<file path="src/rtl/sst_flash_sequencer.sv">
// SST39SF0x0 pin owner: arbitrates the cartridge read path against a JEDEC command engine (SST_PROG_VERIFY_EN adds a full-byte program read-back).
// Latency: all outputs registered, one clk after the state decision; read pass adds one cycle of address latency.
// Backpressure: cmd_ready is high only in IDLE/FINISH; cmd_valid without cmd_ready and rd_req while busy are ignored.
module sst_flash_sequencer #(
    parameter int                   WE_PULSE_CYC = 4,
    parameter int                   RD_CYC       = 3,
    parameter int                   TIMEOUT_W    = 24,
    parameter logic [TIMEOUT_W-1:0] TIMEOUT_CYC  = 24'd5000000
) (
    input  logic        clk,
    input  logic        cold_reset,
    input  logic        cmd_valid,
    output logic        cmd_ready,
    input  logic [1:0]  cmd_op,
    input  logic [18:0] cmd_addr,
    input  logic [7:0]  cmd_data,
    input  logic        rd_req,
    input  logic [18:0] rd_addr,
    output logic        rd_grant,
    output logic [18:0] sst_addr,
    output logic [7:0]  sst_dq_out,
    output logic        sst_dq_oe,
    input  logic [7:0]  sst_dq_in,
    output logic        sst_ce,
    output logic        sst_oe,
    output logic        sst_we,
    output logic        busy,
    output logic        done,
    output logic        error,
    output logic [15:0] id_data
);
    typedef enum logic [3:0] {
        IDLE, RD_PASS, WR_SETUP, WR_PULSE, WR_HOLD, POLL_RD, ID_RD, ID_EXIT, FINISH
    } state_t;

    localparam logic [1:0] OP_PROG = 2'b00;
    localparam logic [1:0] OP_SECT = 2'b01;
    localparam logic [1:0] OP_ID   = 2'b11;
    localparam int CNT_W = 8;
    localparam logic [CNT_W-1:0] PULSE_LAST = CNT_W'(WE_PULSE_CYC - 1);
    localparam logic [CNT_W-1:0] RD_LAST    = CNT_W'(RD_CYC - 1);
    localparam logic [CNT_W-1:0] RD_GAP     = CNT_W'(RD_CYC);
    localparam logic [TIMEOUT_W-1:0] TMO_LAST = TIMEOUT_CYC - 1'b1;
    localparam logic [TIMEOUT_W-1:0] TMO_MAX  = '1;

    state_t               state_q, state_d;
    logic [2:0]           step_q, step_d;
    logic [CNT_W-1:0]     cnt_q, cnt_d;
    logic [TIMEOUT_W-1:0] tmo_q, tmo_d;
    logic [1:0]           op_q, op_d;
    logic [18:0]          addr_q, addr_d;
    logic [7:0]           data_q, data_d;
    logic                 term_q, term_d;
    logic                 fail_q, fail_d;
    logic [15:0]          id_d;
    logic [2:0]           last_step;
    logic                 poll_exp;
`ifdef SST_PROG_VERIFY_EN
    logic                 ver_q, ver_d;
`endif

    logic        ce_d, oe_d, we_d, dq_oe_d, ready_d, grant_d, busy_d, done_d, err_d;
    logic [18:0] sst_addr_d;
    logic [7:0]  dq_out_d;

    // JEDEC write table; a terminal write is always the reset/exit command 00000/F0.
    function automatic logic [26:0] wr_word(input logic [1:0] op, input logic [2:0] step,
                                            input logic term, input logic [18:0] a,
                                            input logic [7:0] d);
        if (term) return {19'h00000, 8'hF0};
        case (step)
            3'd0:    return {19'h05555, 8'hAA};
            3'd1:    return {19'h02AAA, 8'h55};
            3'd2:    return (op == OP_PROG) ? {19'h05555, 8'hA0} :
                            (op == OP_ID)   ? {19'h05555, 8'h90} : {19'h05555, 8'h80};
            3'd3:    return (op == OP_PROG) ? {a, d} : {19'h05555, 8'hAA};
            3'd4:    return {19'h02AAA, 8'h55};
            default: return (op == OP_SECT) ? {a[18:12], 12'h000, 8'h30} : {19'h05555, 8'h10};
        endcase
    endfunction

    function automatic logic [18:0] poll_addr(input logic [1:0] op, input logic [18:0] a);
        case (op)
            OP_PROG: return a;
            OP_SECT: return {a[18:12], 12'h000};
            default: return 19'h00000;
        endcase
    endfunction

    always_comb begin
        last_step = 3'd5;
        if (op_q == OP_PROG)    last_step = 3'd3;
        else if (op_q == OP_ID) last_step = 3'd2;
        poll_exp = (op_q == OP_PROG) ? data_q[7] : 1'b1;
    end

    // Next-state process
    always_comb begin
        state_d = state_q;
        step_d  = step_q;
        cnt_d   = cnt_q;
        tmo_d   = tmo_q;
        op_d    = op_q;
        addr_d  = addr_q;
        data_d  = data_q;
        term_d  = term_q;
        fail_d  = fail_q;
        id_d    = id_data;
`ifdef SST_PROG_VERIFY_EN
        ver_d   = ver_q;
`endif
        case (state_q)
            // FINISH advertises cmd_ready, so it must honour a handshake like IDLE does.
            IDLE, FINISH: begin
                state_d = IDLE;
                if (rd_req) begin
                    state_d = RD_PASS;
                end else if (cmd_valid && cmd_ready) begin
                    state_d = WR_SETUP;
                    op_d    = cmd_op;
                    addr_d  = cmd_addr;
                    data_d  = cmd_data;
                    step_d  = 3'd0;
                    term_d  = 1'b0;
                    fail_d  = 1'b0;
`ifdef SST_PROG_VERIFY_EN
                    ver_d   = 1'b0;
`endif
                end
            end
            RD_PASS: if (!rd_req) state_d = IDLE;
            WR_SETUP: begin
                state_d = WR_PULSE;
                cnt_d   = '0;
            end
            WR_PULSE: begin
                if (cnt_q == PULSE_LAST) state_d = WR_HOLD;
                else                     cnt_d   = cnt_q + 1'b1;
            end
            WR_HOLD: begin
                cnt_d = '0;
                if (term_q) begin
                    state_d = FINISH;
                end else if (step_q == last_step) begin
                    step_d = 3'd0;
                    if (op_q == OP_ID) begin
                        state_d = ID_RD;
                    end else begin
                        state_d = POLL_RD;
                        tmo_d   = '0;
                    end
                end else begin
                    step_d  = step_q + 1'b1;
                    state_d = WR_SETUP;
                end
            end
            POLL_RD: begin
                tmo_d = (tmo_q == TMO_MAX) ? tmo_q : tmo_q + 1'b1;
                cnt_d = (cnt_q == RD_GAP) ? '0 : cnt_q + 1'b1;
`ifdef SST_PROG_VERIFY_EN
                if (ver_q) begin
                    if (cnt_q == RD_LAST) begin
                        state_d = FINISH;
                        fail_d  = (sst_dq_in != data_q);
                    end
                end else
`endif
                if (cnt_q == RD_LAST && sst_dq_in[7] == poll_exp) begin
`ifdef SST_PROG_VERIFY_EN
                    if (op_q == OP_PROG) begin
                        ver_d = 1'b1;
                        cnt_d = RD_GAP;
                    end else begin
                        state_d = FINISH;
                    end
`else
                    state_d = FINISH;
`endif
                end else if (tmo_q == TMO_LAST) begin
                    state_d = WR_SETUP;
                    term_d  = 1'b1;
                    fail_d  = 1'b1;
                end
            end
            ID_RD: begin
                cnt_d = (cnt_q == RD_GAP) ? '0 : cnt_q + 1'b1;
                if (cnt_q == RD_LAST) begin
                    if (!step_q[0]) begin
                        id_d[15:8] = sst_dq_in;
                        step_d     = 3'd1;
                    end else begin
                        id_d[7:0] = sst_dq_in;
                        step_d    = 3'd0;
                        state_d   = ID_EXIT;
                    end
                end
            end
            ID_EXIT: begin
                state_d = WR_SETUP;
                term_d  = 1'b1;
            end
            default: state_d = IDLE;
        endcase
    end

    // Output decode from the next state so every pin is a plain register.
    always_comb begin
        ce_d       = 1'b1;
        oe_d       = 1'b1;
        we_d       = 1'b1;
        dq_oe_d    = 1'b0;
        sst_addr_d = sst_addr;
        dq_out_d   = sst_dq_out;
        ready_d    = 1'b0;
        grant_d    = 1'b0;
        busy_d     = 1'b1;
        done_d     = 1'b0;
        err_d      = 1'b0;
        case (state_d)
            IDLE: begin
                ready_d = 1'b1;
                busy_d  = 1'b0;
            end
            FINISH: begin
                ready_d = 1'b1;
                busy_d  = 1'b0;
                done_d  = !fail_d;
                err_d   = fail_d;
            end
            RD_PASS: begin
                grant_d    = 1'b1;
                busy_d     = 1'b0;
                ce_d       = 1'b0;
                oe_d       = 1'b0;
                sst_addr_d = rd_addr;
            end
            WR_SETUP, WR_PULSE, WR_HOLD: begin
                ce_d    = 1'b0;
                dq_oe_d = 1'b1;
                we_d    = (state_d != WR_PULSE);
                {sst_addr_d, dq_out_d} = wr_word(op_d, step_d, term_d, addr_d, data_d);
            end
            POLL_RD: begin
                ce_d       = !(cnt_d < RD_GAP);
                oe_d       = !(cnt_d < RD_GAP);
                sst_addr_d = poll_addr(op_d, addr_d);
            end
            ID_RD: begin
                ce_d       = !(cnt_d < RD_GAP);
                oe_d       = !(cnt_d < RD_GAP);
                sst_addr_d = {18'h00000, step_d[0]};
            end
            default: ;
        endcase
    end

    always_ff @(posedge clk or negedge cold_reset) begin
        if (!cold_reset) begin
            state_q    <= IDLE;
            step_q     <= '0;
            cnt_q      <= '0;
            tmo_q      <= '0;
            op_q       <= '0;
            addr_q     <= '0;
            data_q     <= '0;
            term_q     <= 1'b0;
            fail_q     <= 1'b0;
            sst_ce     <= 1'b1;
            sst_oe     <= 1'b1;
            sst_we     <= 1'b1;
            sst_dq_oe  <= 1'b0;
            sst_addr   <= '0;
            sst_dq_out <= '0;
            cmd_ready  <= 1'b0;
            rd_grant   <= 1'b0;
            busy       <= 1'b0;
            done       <= 1'b0;
            error      <= 1'b0;
            id_data    <= '0;
        end else begin
            state_q    <= state_d;
            step_q     <= step_d;
            cnt_q      <= cnt_d;
            tmo_q      <= tmo_d;
            op_q       <= op_d;
            addr_q     <= addr_d;
            data_q     <= data_d;
            term_q     <= term_d;
            fail_q     <= fail_d;
            sst_ce     <= ce_d;
            sst_oe     <= oe_d;
            sst_we     <= we_d;
            sst_dq_oe  <= dq_oe_d;
            sst_addr   <= sst_addr_d;
            sst_dq_out <= dq_out_d;
            cmd_ready  <= ready_d;
            rd_grant   <= grant_d;
            busy       <= busy_d;
            done       <= done_d;
            error      <= err_d;
            id_data    <= id_d;
        end
    end

`ifdef SST_PROG_VERIFY_EN
    always_ff @(posedge clk or negedge cold_reset) begin
        if (!cold_reset) ver_q <= 1'b0;
        else             ver_q <= ver_d;
    end
`endif
endmodule

</file>
<file path="config.mk">
export PLATFORM = sky130hd
export DESIGN_NAME = sst_flash_sequencer
export DESIGN_NICKNAME = d
export VERILOG_FILES = /design/src/rtl/sst_flash_sequencer.sv
export SDC_FILE = /design/constraint.sdc
export NUM_CORES = 1
export LEC_CHECK = 0
export CORE_MARGIN = 4
export CORE_UTILIZATION = 25
export DETAILED_ROUTE_END_ITERATION = 10
export GPL_TIMING_DRIVEN = 0
export HOLD_SLACK_MARGIN = 0.08
export SLEW_MARGIN = 20
export SYNTH_ARGS = -nofsm -noshare
export SYNTH_HDL_FRONTEND = slang
export SYNTH_SLANG_ARGS = --single-unit
</file>
<file path="constraint.sdc">
create_clock -name clk -period 3.3 [get_ports clk]
set_clock_uncertainty 0.15 [all_clocks]
set_input_delay 0.66 -clock clk [delete_from_list [all_inputs] [get_ports clk]]
set_output_delay 0.66 -clock clk [all_outputs]
set_load 0.01 [all_outputs]
</file>
==> results by group <==
Clock tree
  – Max Root-Sink Buffers: 2
  – Latest clock arrival within the worst-skew pair: about 0.43 ns
  – Root buffer cell: clkbuf_16
  – CTS clk-pin slew, worst paths: 0.06 ns
  – H-tree level count: 4
  – TritonCTS Buffers: 17
  – TritonCTS clock tree: done
  – Sink Count: around 120

Finish
  – Syn-to-layout area delta: 39.8%
  – Antenna cells: 0
  – Layout cells sized above 1: 17.9%
  – Fin nets: 810
  – Fill count: between 2,000 and 2,500

Global route
  – Global-route wire length before repair: roughly 27,000 um
  – Largest net degree at the start of global routing: 96
  – Antenna violations before repair: 0
  – Via count of the first global-routing pass: 5,054
  – Total Routing Usage GR: 12.8%
  – Grt total ovfl: 0

Placement
  – Place WS: -0.682 ns
  – IO buf count: about 110
  – Detail Placement HPWL: roughly 12,000 um
  – Placer Congestion: approximately 0.84

Power and ir drop
  – VDD IR max: 0.000476 V
  – Power Density: around 810 nW/um^2
  – Power Total: between 6000 and 7000 uW
  – Leakage: between 0.003 and 0.004 uW

Logic synthesis
  – Sequential area share after synthesis: about half
  – Cell area after synthesis: 6110 um^2
  – Largest family of logic cells by synthesized area: simple AND/OR/NAND/NOR gates
  – Synth top cells by count: dfrtp_1 (119), nor2_1 (81), mux2_2 (36)
  – Most common cell in the netlist: dfrtp_1
  – Post-synth EDFFs: 0
  – Mapped Nets: ~670
  – Ys async rst share: 100%
  – Multiplexer share of the synthesized area: a little under a tenth
  – Ys Warns: 0
  – Area leader, netlist: dfrtp_1
  – Post-synth top area share: 48.7%
  – Synth Area in XOR/XNOR: around 3.4%
  – Yosys reg bits: around 120
  – Synth Area in Simple Gates: about 18%
  – Mapped Avg Cell Area: 10.2 um^2
  – Dominant synthesized flop cell: dfrtp_1
  – Syn Inst Count: between 500 and 600
  – Compound-Gate Fraction of Synth Area: a little over an eighth
  – Number of distinct library cells after synthesis: between 60 and 70
  – Synthesized-area fraction occupied by adder cells: ~1.8%
  – Leading post-synthesis cells by cell area: dfrtp_1 (49%), mux2_2 (6.6%), nor2_1 (5.0%)

STA
  – Minimum clock period: about 3.2 ns
  – Setup repair after global routing missed its margin: yes
  – Final period util: about 98%
  – F_max: between 300 and 400 MHz
  – Slew @ Worst Pin: between 0.8 and 0.9 ns
  – Final Setup Violations: 0
  – Worst rel slew slack: ~45%
  – Hold Vio Cnt, Final: 0
  – Final setup TNS: 0 ns
  – Final WS setup: ~0.061 ns
  – Max Slew Vio Count: 0

Die
  – Initial Util: 25.7%
  – Die width: 164 um
  – FP Rows: 56
  – Die extent in y: roughly 160 um
  – Core outline area: 23,800 um^2
  – IO Pins: approximately 110
  – Die ar.: 27,000 um^2

Setup path
  – Worst setup EP type: flop
  – CP startpoint kind: flop
  – Worst-path fanout max: 6
  – Critical path type: reg2reg
  – WP data arrival: approximately 3.4 ns
  – Critical Path RT: about 3.5 ns
  – Cell depth of the worst flop-to-flop path: 11

Detailed routing
  – ANT nets after route: 0
  – Initial drt markers: 266
  – # DRC: 0
  – DRT Pass-1 Iters: 4
  – WL/cell: 15.8 um
  – Vias per Instance: roughly 4.6
  – Routed WL: about 17,000 um
  – Routed via count: roughly 5,000

Run status
  – Status: finished clean

Hold path
  – Class of the worst hold path: reg2reg
  – Hold path depth: 2

Job
  – Max-cap viol count: 0
## report_power, final
group,switching [uW],internal (uW)
clock,689,1110
combinational,1550,1360
sequential,226,1950
total,2470,4430
## logic make-up after synthesis
family | count (synthesis)
XOR/XNOR | 23
AO/OA/AOI/OAI | 118
flip-flops | 122
multiplexers | 54
adder cells (fa/ha/maj) | 9
buffers and inverters | 54
AND/OR/NAND/NOR | 217
## worst max-delay path: stages (launching register included)
cell and delay (ns):
dfrtp_1 0.39, inv_1 0.10, ha_4 0.21, or3b_4 0.39, a211o_1 0.36, a2111oi_4 0.40, and2_1 0.18, o21a_1 0.12
buf_6 0.13, nor3_1 0.07, a21o_2 0.29, a221o_1 0.31
## cells in the final DEF (no fill, tap or decap), drive strengths merged, types with 8 or more instances in the layout
| cell type | instances |
|---|---|
| a21oi | 24 |
| nand3 | 22 |
| o22ai | 10 |
| xor2 | 15 |
| inv | 30 |
| nor2 | 82 |
| mux2 | 36 |
| clkbuf | 33 |
| nand4 | 10 |
| mux2i | 18 |
| clkdlybuf4s50 | 110 |
| nor3 | 9 |
| dfrtp | 119 |
| buf | 26 |
| nand2 | 35 |
| o21ai | 29 |
| ha | 9 |
| o22a | 8 |
| xnor2 | 8 |
| nand2b | 13 |
## final cells by class
| cell class | count | area (um^2) | share of cell area (%) |
|---|---|---|---|
| Clock inverter | 10 | 92.6 | 1.08 |
| Tap cell | 319 | 399 | 4.67 |
| Sequential cell | 122 | 3060 | 35.8 |
| Timing Repair Buffer | 126 | 1250 | 14.7 |
| Multi-Input combinational cell | 421 | 3010 | 35.3 |
| Clock buffer | 22 | 484 | 5.67 |
| Buffer | 22 | 120 | 1.41 |
| Inverter | 31 | 124 | 1.45 |
## sequential cells by signal, indices dropped and copies added (netlist names), 2 cells and up
| name | flops |
|---|---|
| tmo_q | 24 |
| cnt_q | 8 |
| sst_addr | 19 |
| sst_dq_out | 8 |
| addr_q | 19 |
| step_q | 3 |
| data_q | 8 |
| state_q | 4 |
| id_data | 16 |
| op_q | 2 |
## final timing paths
path	slack [ns]	startpoint	endpoint
min reg2reg	0.33	addr_q[13]$_DFF_PN0_	addr_q[13]$_DFF_PN0_
max	0.06	op_q[1]$_DFF_PN0_	sst_addr[17]$_DFFE_PN0P_
max in group asynchronous	1.71	cold_reset	sst_oe$_DFF_PN1_
max reg2reg	0.06	op_q[1]$_DFF_PN0_	sst_addr[17]$_DFFE_PN0P_
min	0.33	addr_q[13]$_DFF_PN0_	addr_q[13]$_DFF_PN0_
min in group asynchronous	0.52	cold_reset	addr_q[15]$_DFF_PN0_
## timing repair
action                     in CTS  in global routing
resized for setup              16                 33
pin swaps                       0                 11
setup buffers                   1                 12
hold buffers                    1                  0
hold endpoints to repair       27                  0
setup endpoints to repair      21                 22
## metrics by stage
stage / hold WS (ns) / instance area, um^2 / utilization (%) / instances
final: 0.327 / 8540 / 36.0 / 1073
after global routing: 0.344 / 8540 / 36.0 / 1073
after CTS: 0.326 / 8310 / 35.0 / 1061
after detailed placement: 0.312 / 7650 / 32.2 / 1028
after global placement: 0.311 / 7620 / 32.1 / 1027
after floorplan: 0.214 / 6110 / - / 597
## per-layer routing
layer  global-route usage [%]  routed length, um  vias to the layer above
met5                        0                  0                        -
met4                     3.96                246                        0
met3                     4.42                945                       25
li1                         -                  -                     2422
met1                     15.9               7490                     2445
met2                     20.8               8300                       95
Power figures use the tool's default switching activity.
